File: src/rtl/mux_16to1_if.sv
// Bus bundle for the 16-to-1 bit selector: data word and index in,
// combinational and registered results out.
interface mux_16to1_if;
    logic [15:0] in;
    logic [3:0]  sel;
    logic        out;
    logic        out_q;
    logic [3:0]  sel_q;

    // Producer side: drives the data word and select, observes results.
    modport master (
        output in,
        output sel,
        input  out,
        input  out_q,
        input  sel_q
    );

    // Selector side.
    modport slave (
        input  in,
        input  sel,
        output out,
        output out_q,
        output sel_q
    );
endinterface

File: src/rtl/mux_16to1.sv
// Single-bit 16-to-1 selector: out = in[sel], plus registered copies of the
// selected bit and the select index (1-cycle latency, synchronous reset).
// Build option: define MUX16TO1_OUT_REG_EN to drive `out` from the output
// register instead of the combinational path; the port list is unchanged.
module mux_16to1 (
    input  logic        clk,
    input  logic        rst,
    mux_16to1_if.slave  bus
);

    logic       sel_bit;
    logic       out_q;
    logic [3:0] sel_q;

    // Pick one bit of the data word; every 4-bit code is a valid index.
    always_comb begin
        sel_bit = bus.in[bus.sel];
    end

    // Capture the selected bit and its index every cycle; reset clears both.
    always_ff @(posedge clk) begin
        if (rst) begin
            out_q <= 1'b0;
            sel_q <= 4'h0;
        end else begin
            out_q <= sel_bit;
            sel_q <= bus.sel;
        end
    end

    assign bus.out_q = out_q;
    assign bus.sel_q = sel_q;

`ifdef MUX16TO1_OUT_REG_EN
    // Registered build: out shares the out_q flop.
    assign bus.out = out_q;
`else
    // Default build: zero-cycle path, independent of clk and rst.
    assign bus.out = sel_bit;
`endif

endmodule

File: src/flat_wrapper.sv
// flat-port wrapper written by rule: the top's interface ports become plain ports
module mux_16to1_flat 
  (clk, rst, bus_in, bus_sel, bus_out, bus_out_q, bus_sel_q);
  mux_16to1_if bus_i ();
  input  logic clk;
  input  logic rst;
  input wire logic [$bits(bus_i.in)-1:0] bus_in;
  input wire logic [$bits(bus_i.sel)-1:0] bus_sel;
  output wire logic [$bits(bus_i.out)-1:0] bus_out;
  output wire logic [$bits(bus_i.out_q)-1:0] bus_out_q;
  output wire logic [$bits(bus_i.sel_q)-1:0] bus_sel_q;
  assign bus_i.in = bus_in;
  assign bus_i.sel = bus_sel;
  assign bus_out = bus_i.out;
  assign bus_out_q = bus_i.out_q;
  assign bus_sel_q = bus_i.sel_q;
  mux_16to1 u_core (.clk(clk), .rst(rst), .bus(bus_i));
endmodule
File: config.mk
export PLATFORM = sky130hd
export DESIGN_NAME = mux_16to1_flat
export DESIGN_NICKNAME = d
export VERILOG_FILES = /design/src/rtl/mux_16to1_if.sv /design/src/rtl/mux_16to1.sv /design/src/flat_wrapper.sv
export SDC_FILE = /design/constraint.sdc
export NUM_CORES = 1
export LEC_CHECK = 0
export BUFFER_PORTS_ARGS = -buffer_cell sky130_fd_sc_hd__buf_2
export CAP_MARGIN = 5
export CORE_AREA = 10 10 47 49
export DETAILED_ROUTE_END_ITERATION = 10
export DIE_AREA = 0 0 57 59
export GPL_TIMING_DRIVEN = 0
export PLACE_DENSITY = 0.52
export SYNTH_ARGS = -nofsm -noshare
export SYNTH_HDL_FRONTEND = slang
export SYNTH_SLANG_ARGS = --single-unit
File: constraint.sdc
create_clock -name clk -period 3.85 [get_ports clk]
set_input_delay 0.77 -clock clk [delete_from_list [all_inputs] [get_ports clk]]
set_output_delay 0.77 -clock clk [all_outputs]
set_load 0.03 [all_outputs]
==> metrics.txt <==
cell taking the most area after synthesis mux4_1; WL/cell about 14 microns; result of the run completed; cell area after technology mapping roughly 270 sq um; cells along the critical path buf_2 > mux4_1 > o22ai_1 > a21oi_1 > buf_2; Sinks on Clock Net 5; Antenna diodes 0; worst hold-check path type in -> reg; Die Width roughly 57 microns; internal power of the cells ~110 uW; layout net count between 70 and 80; starting density of the core a little under 20%; Syn. warnings 0; number of buffer cells added on primary ports 27; share of the yosys chip area belonging to registers between 30% and 40%; uppermost routed layer met3; Critical-path top delay cell mux4_1; start point of the critical path bus_sel[3]; delay of the slowest critical-path stage 0.56 ns; relative slew slack between 80% and 90%; via count of the first global-routing pass 370; area inside the core boundary about 1400 sq um; data required time of the worst path approximately 3.1 ns; final setup vio count 0; Max Transition Viols Final 0; Switching Share 26.7%; maximum fanout encountered on the critical timing path 5; cts-stage hold buffer count 0; Slew @ Worst Pin between 0.15 and 0.2 ns; number of ports placed on the die boundary 28; pin count of the biggest net entering global routing 6; wire length on met1 between 400 and 500 microns; family of cells with the greatest summed delay on the critical path multiplexers; top post-synthesis cells by area mux4_1 (39%), dfxtp_1 (37%), nor2b_1 (6.9%); share of total power in combinational logic a little over a quarter; number of storage elements in the synthesis netlist 5; unrepaired setup endpoints after global routing no; worst supply voltage drop on vdd approximately 0.000064 V; Hold Violations, Final 0; Die Ht 59 microns; worst path arrival time slightly below 2 ns; master cell of the clock root buffer clkbuf_4; final critical path time including I/O delays and setup roughly 2.7 ns; met2 wire len 298 microns; highest-count cells in the layout ignoring fill and taps buf_2 (27), dfxtp_1 (5), mux4_1 (4), nor2b_1 (3), clkbuf_4 (3); worst-case setup slack after placement ~1.1 ns; remaining number of nets flagged by the antenna check after routing 0; CP Buf/Inv Count 2; Die ar. about 3400 sq um; Worst Slack Setup Final 1.12 ns; number of CTS-inserted buffers 3; last element of the critical path bus_out; pwr/cell area ~340 nW/um^2; net switching component of the power about 42 uW; share of total power in the clock network 38.0%; Top cell by count, worst path buf_2; gate count after technology mapping 20; kind of capture point of the worst setup path primary output; global-route wire length before repair between 1000 and 1500 microns; number of rows in the core area 14; clock tree from TritonCTS done; share of the synthesized area in the top cell type slightly below 40%; number of antenna violations at the first check in global routing 0; total number of vias 288; CTS H-Tree Depth 1; number of maximum-capacitance constraint violations 0; total setup buffers inserted after CTS 0; total negative setup slack 0 ns; leakage power total 0.237 nW; mean instance size in the synthesized netlist roughly 14 sq um; wire length on met3 roughly 190 microns; CTS max path bufs 2; sum of overflow across all layers after global routing 0; Syn Nets 42; Resize count post-CTS 0; 1st-pass router iterations 1; violation count after the first detailed-routing iteration 0; commonest non-fill, non-tap cell in the layout buf_2; library cells used by synthesis 11; routability congestion estimate between 0.6 and 0.7; sequential share of power 35.9%; number of fillers in the final layout ~160; fraction of final layout cells with drive strength greater than 1 roughly 59%; Vias per Instance between 4 and 5; post-detailed-route DRC marker count 0; total stage count of the critical path 5; Setup Crit Path Kind in -> out; clock input transition at the sequential cells of the worst setup and hold paths approximately 0.040 ns; wirelength, routed approximately 910 microns; launching element type of the critical path input pin; post-synthesis to final-layout area growth 67.1%; fmax ~0.37 GHz; Final period util between 70% and 80%; all-layer global routing usage about 5.7%
-- metal layers --
layer  global-route usage [%]  vias to the layer above
li1                         -                      143
met1                     5.64                      115
met2                     6.67                       30
met3                     5.79                        0
met4                     5.03                        0
met5                        0                        -
-- per-stage QoR --
stage                     hold WS, ns  area [sq um]  util [%]  power, mW  std cells
after floorplan                 0.837           270         -     0.0792         20
after global placement          0.995           425      30.4     0.0975         63
after detailed placement        0.993           425      30.4     0.0983         63
after CTS                       0.739           452      32.2      0.161         67
after global routing            0.746           452      32.2      0.172         67
final                           0.751           452      32.2      0.156         67
-- cell type report --
class | instances | area, sq um | area share [%]
Tap cell | 16 | 20.0 | 4.43
Sequential cell | 5 | 100 | 22.2
Multi-Input combinational cell | 14 | 166 | 36.8
Timing Repair Buffer | 27 | 135 | 29.9
Inverter | 1 | 3.75 | 0.831
Clock buffer | 4 | 26.3 | 5.82
-- cell families (layout without fill, tap and decap cells) --
family | count (synthesis) | count (layout) | synth area share [%]
simple gates | 6 | 6 | 12.0
mux | 5 | 5 | 42.6
flops | 5 | 5 | 37.0
compound gates | 3 | 3 | 6.95
buf+inv | 1 | 32 | 1.39
-- synth_stat cells, drive strengths merged --
cell type  instances
nand2              1
o22ai              1
nor2               1
a211oi             1
nand2b             1
a21oi              1
mux4               4
inv                1
nor2b              3
mux2i              1
dfxtp              5
-- power groups by stage --
| stage | clock network (mW) | registers, mW | logic, mW |
|---|---|---|---|
| final | 0.0592 | 0.0559 | 0.0406 |
| after global routing | 0.0711 | 0.0560 | 0.0444 |
| after CTS | 0.0631 | 0.0559 | 0.0415 |
| after detailed placement | 0 | 0.0568 | 0.0415 |
| after global placement | 0 | 0.0568 | 0.0407 |
| after floorplan | 0 | 0.0637 | 0.0155 |
-- worst min path at each step --
| stage | start | to | slack (ns) | cells past startpoint |
|---|---|---|---|---|
| 6_report | rst | u_core.bus.sel_q[1]$_SDFF_PP0_ | 0.75 | 2 |
| 5_1_grt | rst | u_core.bus.sel_q[1]$_SDFF_PP0_ | 0.75 | 2 |
| 4_1_cts | rst | u_core.bus.sel_q[1]$_SDFF_PP0_ | 0.74 | 2 |
| 3_5_place_dp | rst | u_core.bus.sel_q[1]$_SDFF_PP0_ | 0.99 | 2 |
| 3_3_place_gp | rst | u_core.bus.sel_q[1]$_SDFF_PP0_ | 1.0 | 2 |
| 2_1_floorplan | rst | u_core.bus.sel_q[1]$_SDFF_PP0_ | 0.84 | 1 |
-- sequential cells by signal, indices dropped and copies added, names as in the netlist --
name / count
u_core.bus.sel_q: 4
u_core.bus.out_q: 1
Power figures use the tool's default switching activity.
